**src/rtl/led_matrix_sense.sv**
```systemverilog
// led_matrix_sense: reads light level through the 4x4 LED matrix pins.
// Each LED row is reverse-biased for CHARGE_CYCLES, the cathodes are released,
// and the time for each cathode to fall to 0 is reported as one count per LED.
// Optional build macro LED_SENSE_CONT_EN: when defined, frames repeat back to
// back until reset instead of returning to IDLE after each frame.
module led_matrix_sense #(
  parameter int unsigned      CHARGE_CYCLES = 48,
  parameter int unsigned      CNT_W         = 16,
  parameter logic [CNT_W-1:0] MAX_COUNT     = 16'hFFFF
) (
  input  logic             clk,
  input  logic             rst,
  input  logic             start,
  output logic             busy,
  output logic [3:0]       aled_out,
  output logic [3:0]       kled_oe,
  output logic [3:0]       kled_out,
  input  logic [3:0]       kled_in,
  output logic             result_valid,
  output logic [3:0]       result_idx,
  output logic [CNT_W-1:0] result_val,
  output logic             frame_done
);

  typedef enum logic [1:0] {
    IDLE      = 2'd0,
    CHARGE    = 2'd1,
    DISCHARGE = 2'd2,
    REPORT    = 2'd3
  } state_t;

  localparam logic [15:0] CHARGE_LAST = 16'(CHARGE_CYCLES - 1);

  state_t           state;
  logic [1:0]       row;
  logic [1:0]       col;
  logic [15:0]      charge_cnt;
  logic [CNT_W-1:0] dis_cnt;
  logic [3:0]       done_mask;
  logic [CNT_W-1:0] cnt [4];
  logic [3:0]       sync1;
  logic [3:0]       ks;

  logic [3:0]       hit;
  logic             all_latched;
  logic [CNT_W-1:0] final_cnt [4];

  // Two-flop synchroniser; preloaded to "charged" whenever the cathodes are not
  // being sensed, so every row starts from a clean high reading and a pin that is
  // stuck low reports the synchroniser latency rather than stale data.
  always_ff @(posedge clk) begin
    if (rst) begin
      sync1 <= 4'b1111;
      ks    <= 4'b1111;
    end else if (state != DISCHARGE) begin
      sync1 <= 4'b1111;
      ks    <= 4'b1111;
    end else begin
      sync1 <= kled_in;
      ks    <= sync1;
    end
  end

  // Columns discharging this cycle and the count each column ends the row with.
  always_comb begin
    hit         = ~done_mask & ~ks;
    all_latched = &(done_mask | hit);
    for (int c = 0; c < 4; c++) begin
      if (done_mask[c]) begin
        final_cnt[c] = cnt[c];
      end else if (hit[c]) begin
        final_cnt[c] = dis_cnt;
      end else begin
        final_cnt[c] = MAX_COUNT;
      end
    end
  end

  // Main sequencer: charge, time the discharge, stream four results per row.
  always_ff @(posedge clk) begin
    if (rst) begin
      state        <= IDLE;
      busy         <= 1'b0;
      aled_out     <= 4'b0000;
      kled_oe      <= 4'b0000;
      kled_out     <= 4'b0000;
      result_valid <= 1'b0;
      result_idx   <= 4'd0;
      result_val   <= '0;
      frame_done   <= 1'b0;
      row          <= 2'd0;
      col          <= 2'd0;
      charge_cnt   <= 16'd0;
      dis_cnt      <= '0;
      done_mask    <= 4'b0000;
      for (int c = 0; c < 4; c++) cnt[c] <= '0;
    end else begin
      aled_out     <= 4'b0000;
      result_valid <= 1'b0;
      frame_done   <= 1'b0;
      case (state)
        IDLE: begin
          // A start coinciding with the previous frame_done is dropped.
          if (start && !frame_done) begin
            state      <= CHARGE;
            busy       <= 1'b1;
            row        <= 2'd0;
            charge_cnt <= 16'd0;
            kled_oe    <= 4'b1111;
            kled_out   <= 4'b1111;
          end
        end
        CHARGE: begin
          if (charge_cnt == CHARGE_LAST) begin
            state     <= DISCHARGE;
            kled_oe   <= 4'b0000;
            kled_out  <= 4'b0000;
            dis_cnt   <= CNT_W'(1);
            done_mask <= 4'b0000;
          end else begin
            charge_cnt <= charge_cnt + 16'd1;
          end
        end
        DISCHARGE: begin
          done_mask <= done_mask | hit;
          if (all_latched || (dis_cnt == MAX_COUNT)) begin
            for (int c = 0; c < 4; c++) cnt[c] <= final_cnt[c];
            state        <= REPORT;
            col          <= 2'd0;
            result_valid <= 1'b1;
            result_idx   <= {row, 2'd0};
            result_val   <= final_cnt[0];
          end else begin
            for (int c = 0; c < 4; c++) begin
              if (hit[c]) cnt[c] <= dis_cnt;
            end
            dis_cnt <= dis_cnt + 1'b1;
          end
        end
        REPORT: begin
          if (col != 2'd3) begin
            col          <= col + 2'd1;
            result_valid <= 1'b1;
            result_idx   <= {row, col + 2'd1};
            result_val   <= cnt[col + 2'd1];
          end else if (row != 2'd3) begin
            row        <= row + 2'd1;
            state      <= CHARGE;
            charge_cnt <= 16'd0;
            kled_oe    <= 4'b1111;
            kled_out   <= 4'b1111;
          end else begin
            frame_done <= 1'b1;
`ifdef LED_SENSE_CONT_EN
            row        <= 2'd0;
            state      <= CHARGE;
            charge_cnt <= 16'd0;
            kled_oe    <= 4'b1111;
            kled_out   <= 4'b1111;
`else
            busy       <= 1'b0;
            state      <= IDLE;
`endif
          end
        end
        default: begin
          state   <= IDLE;
          busy    <= 1'b0;
          kled_oe <= 4'b0000;
        end
      endcase
    end
  end

endmodule

```
**config.mk**
```make
export PLATFORM = sky130hd
export DESIGN_NAME = led_matrix_sense
export DESIGN_NICKNAME = d
export VERILOG_FILES = /design/src/rtl/led_matrix_sense.sv
export SDC_FILE = /design/constraint.sdc
export NUM_CORES = 1
export LEC_CHECK = 0
export ABC_AREA = 0
export CAP_MARGIN = 25
export CORE_UTILIZATION = 30
export DETAILED_ROUTE_END_ITERATION = 16
export GPL_ROUTABILITY_DRIVEN = 0
export MAX_ROUTING_LAYER = met4
export PLACE_DENSITY = 0.47
export SETUP_SLACK_MARGIN = 0.1
export SLEW_MARGIN = 20
export SYNTH_ARGS = -nofsm -noshare
export SYNTH_HDL_FRONTEND = slang
export SYNTH_SLANG_ARGS = --single-unit
export TNS_END_PERCENT = 10
```
**constraint.sdc**
```tcl
create_clock -name clk -period 7.4 [get_ports clk]
set_clock_uncertainty 0.2 [all_clocks]
set_input_delay 1.48 -clock clk [delete_from_list [all_inputs] [get_ports clk]]
set_output_delay 1.48 -clock clk [all_outputs]
set_load 0.005 [all_outputs]
```
After elaboration in Yosys (flattened, before gate mapping) --
Memory sizes are Yosys's and may differ from the RTL's. Index checks and enable logic that the tools add are counted.
Word-level totals: word-level logic and storage cells 156, memories kept 1, output and inout port bits 35, bits in registers 77, bits in writable memories 64, input bits 7
Memories:
- cnt | depth 4, width 16, read ports 2, clocked after Yosys merged registers in 0, write ports 4, RTL line 40 | logic [CNT_W-1:0] cnt [4];
Cells by class: equality and inequality tests 20, add/sub/neg operators 4, bitwise gates (word level) 13, multiplexer cells 82, reductions and logical operators 22
Operators by type and width (count):
- $mux W16 | 24
- $pmux W16 S2 | 2
- $pmux W16 S3 | 1
- $add A16 B1 Y16 const B | 2
- $mux W1 | 32
- $mux W4 | 6
- $ne A2 B2 Y1 const B | 12
- $mux W2 | 9
- $eq A16 B16 Y1 const B | 1
- $eq A16 B6 Y1 const B | 1
- $pmux W4 S2 | 2
- $reduce_and A4 Y1 | 4
- $pmux W4 S3 | 1
- $reduce_and A5 Y1 | 2
- $not A4 Y4 | 2
- $or A1 B1 Y1 | 8
- $pmux W2 S2 | 2
- $pmux W2 S4 | 1
- $reduce_and A2 Y1 | 4
- $reduce_and A3 Y1 | 2
- $reduce_bool A2 Y1 | 3
- $add A2 B1 Y2 const B | 2
- $and A4 B4 Y4 | 1
- $eq A2 B2 Y1 const B | 2
- 12 further kinds | 15

Logic depth before layout (Yosys ltp) --
depth after elaboration 12, mapped depth 10, depth with buffers taken out 7

Least setup slack after synthesis --
No wires, ideal clock.
path kind input -> register, from input rst, to memory cnt[3][0] (enable), required time 6.866 ns, arrival 2.777 ns, setup time 0.334 ns, setup slack 4.089 ns, buffers on the path 1, cell stages on the path 4, cells stage by stage clkbuf_1 -> nand2b_1 -> a211oi_1 -> or2_2
RTL lines:
- start: declaration | RTL line 12 | input logic rst,
- end: declaration | RTL line 40

==> impl.org <==
** Logic synthesis
- The top cell type by area accounts for 28.2% of the synthesized area.
- Most numerous cell types in the synthesized netlist :: 82 x sky130_fd_sc_hd__nor2_1, 72 x sky130_fd_sc_hd__dfxtp_1, 64 x sky130_fd_sc_hd__edfxtp_1
- Xor and xnor area share after synthesis :: 1.29%
- After synthesis, the largest family of logic cells by area is simple AND/OR/NAND/NOR gates.
- Adder-Cell Fraction of Synth Area :: 1.47%
- Synthesized netlist cell count :: 665
- Mean post-synth cell area :: 10.2 um2
- Yosys mapped the design onto 65 distinct sky130hd cell types.
- Warnings, synthesis :: 0
- Async SR Flop Fraction :: 0%
- Sequential-to-total area share from yosys stat :: 49.4%
- Yosys top cell by area :: sky130_fd_sc_hd__edfxtp_1
- Multiplexer cells account for 6.47% of the synthesized area.
- Number of enable flip-flop cells after synthesis :: 64
- Number of synthesized register bits :: 136
- Share of the synthesized area in compound gates (AO/OA/AOI/OAI) :: 16.1%
- Post-synthesis share of cell area spent on and, or, nand and nor gates :: 19.2%
- For this run, the leading register cell type out of synthesis is sky130_fd_sc_hd__dfxtp_1.
- Post-Syn Area :: 6810 um2
- Most frequent cell after synthesis :: sky130_fd_sc_hd__nor2_1
- Main area contributors after synthesis :: sky130_fd_sc_hd__edfxtp_1 28%, sky130_fd_sc_hd__dfxtp_1 21%, sky130_fd_sc_hd__mux4_2 5.3%, sky130_fd_sc_hd__nor2_1 4.5%, sky130_fd_sc_hd__o21a_1 3.6%

** Worst setup path
- Startpoint of the most critical setup path :: rst
- The worst setup path is captured at a register.
- Data arrival at the endpoint of the critical path :: 3.62 ns
- Worst setup path class :: in2reg
- The worst setup path is launched from an input port.
- In this run the worst path has a maximum fanout of 46.
- In this run the critical register-to-register path is launched from ks[0].
- Required time of the critical path :: 7.26 ns

** Clocking
- The H-tree was split into 4 levels.
- In this run, CTS created clock tree buffers numbering 17.
- Post-CTS timing repair inserted 0 buffers for setup.
- Clock-pin transition on the worst setup and hold timing paths :: 0.06 ns
- The later pin in the worst-skew pair is clocked with a latency of 0.42 ns.
- In this run the deepest clock path goes through 2 buffers.
- Counting every sink on the clock net gives 136.
- TritonCTS built the clock tree.
- In this run, post-CTS hold repair placed 0 buffers.
- Clock tree root driver cell :: sky130_fd_sc_hd__clkbuf_16
- In this run, post-CTS repair resized a total of 0 instances.

** Die
- Die area :: 23300 um2
- The die is 153 um tall.
- Number of rows created at floorplan :: 54
- Initial core utilization :: 30.9%
- DIE WIDTH :: 153 um
- Area of the core region :: 22000 um2
- For this design the top-level I/O count stands at 42.

** Layout
- Area taken by multi-input logic gates :: 3060 um2
- Finished layout cell area :: 7860 um2
- Storage element area :: 3360 um2
- Diodes inserted :: 0
- Post-route core utilization :: 35.7%
- Number of filler cells placed in the layout :: 2213
- Of the cells placed in the final design, the portion with a size suffix greater than 1 is 11.8%.
- Final instance count without filler cells :: 957
- Area grow syn2layout :: 15.3%
- Net count, final :: 679

** Timing
- The final critical path takes up 50.8% of the cycle.
- In the final timing run, aggregate negative setup slack is 0 ns.
- For the pin with the worst max-slew slack, the measured transition is 0.971 ns.
- Hold violation total from the final report :: 0
- Across all hold checks on the routed design, the worst slack comes to 0.215 ns.
- Headroom to the max-slew limit came out at 35.2%.
- Unrepaired setup endpoints after global routing :: false
- The final number of max-transition violations came to 0.
- Derived from the worst setup path, the maximum achievable clock frequency is 266 MHz.
- Final min period :: 3.76 ns
- Final-report setup violation count :: 0

** Routing
- Wire length reported by the detailed router :: 16600 um
- Max layer used :: met4
- 1st-iter DRT viols :: 248
- Average wire per standard cell :: 17.4 um
- Antenna viol nets, final :: 0
- Routed length on met1 :: 8080 um
- Overall via count from detail_route :: 4962
- Met2 Routed Length :: 7820 um
- Detailed-router iteration count before antenna repair :: 14
- After detailed routing, the met3 layer carries 500 um of wire.
- Post-detailed-route DRC marker count :: 2
- After detailed routing, the number of vias per cell comes to 5.18.

** Run
- Max-cap violations in this run came to 0.

** Hold path
- The tightest min-delay check is of the reg2reg type.
- Hold path startpoint :: sync1[3]

** Global route
- Overflow after GRT :: 0
- Entering global routing, the biggest net connects 47 pins.
- First-pass GRT wire length :: 26900 um
- Via count of the first global-routing pass :: 4822
- The initial antenna violation count was 0.
- Global routing consumed, over all layers together, 15.3% of the routing resources.

** Placed design
- Buffers placed on the I/O ports in this run total 37.
- Cell area after placement :: 7220 um2
- Number of instances in the placed design :: 922
- Post-DP HPWL :: 11000 um

** Power
- Across the VDD grid, the largest voltage drop is 0.139 mV.
- Leakage Power :: 0.00279 uW
- Pwr Density :: 284 nW/um2

** Status
- The flow ran to the end, but the final reports show violations.
- Violated checks :: DRC
[cell families after synthesis]
family                     Yosys count
adders and majority gates            8
AOI/OAI and AO/OA                  155
buffers and inverters               79
muxes                               24
DFF                                136
xor gates and xnor gates            10
and+or+nand+nor                    252
other                                1
[where the power goes]
group	leakage, uW	total [uW]	switching [uW]	internal (uW)
registers	0.00124	905	48.8	856
logic	0.00126	485	257	228
clock network	0.000281	841	329	512
[area by class of cell]
class                   instances  share of cell area [%]
clock buffers                  19                    5.78
multi-input cells             453                    39.0
repair buffers                 46                    5.86
flip-flops and latches        136                    42.8
clock inverters                13                    1.61
well taps                     280                    4.46
inverters                      10                   0.478
[worst max-delay path: stages]
cell,delay (ns)
sky130_fd_sc_hd__buf_2,0.67
sky130_fd_sc_hd__nand2b_1,0.45
sky130_fd_sc_hd__nor4_2,0.08
sky130_fd_sc_hd__buf_4,0.25
sky130_fd_sc_hd__or3_1,0.68
[per-stage QoR]
stage,power (uW),setup WS [ns]
floorplan,1200,4.09
global placement,1380,3.22
global route,2340,3.45
finish,2230,3.64
CTS,2240,3.58
detailed placement,1390,3.14
[placed cells by master (no fill, tap or decap), drive strengths merged, types with 17 or more instances in the layout]
cell type,instances
and2,17
o21ai,21
dfxtp,72
nand2,41
a21oi,40
clkdlybuf4s50,36
clkbuf,19
o21a,33
nor2,82
nor3,17
edfxtp,64
[state kept, by name, indices dropped and copies added (netlist names)]
signal and flops:
busy 1, charge_cnt 16, cnt 64, dis_cnt 16, done_mask 4, frame_done 1
kled_out 1, ks 4, result_idx 4, result_val 16, result_valid 1, row 2
state 2, sync1 4
[final timing paths]
check | end | slack [ns] | depth (start not counted)
min reg2reg | ks[3] | 0.21 | 1
max reg2reg | cnt[0][10] | 3.75 | 6
min | ks[3] | 0.21 | 1
max | cnt[0][10] | 3.64 | 5
[metal layers]
| layer | up-vias | global-route usage, % |
|---|---|---|
| met1 | 2429 | 19.3 |
| met3 | 15 | 3.10 |
| met4 | 0 | 5.48 |
| met2 | 86 | 24.2 |
| met5 | - | - |
| li1 | 2432 | - |
Note: power is estimated with default switching activity, not from simulation.
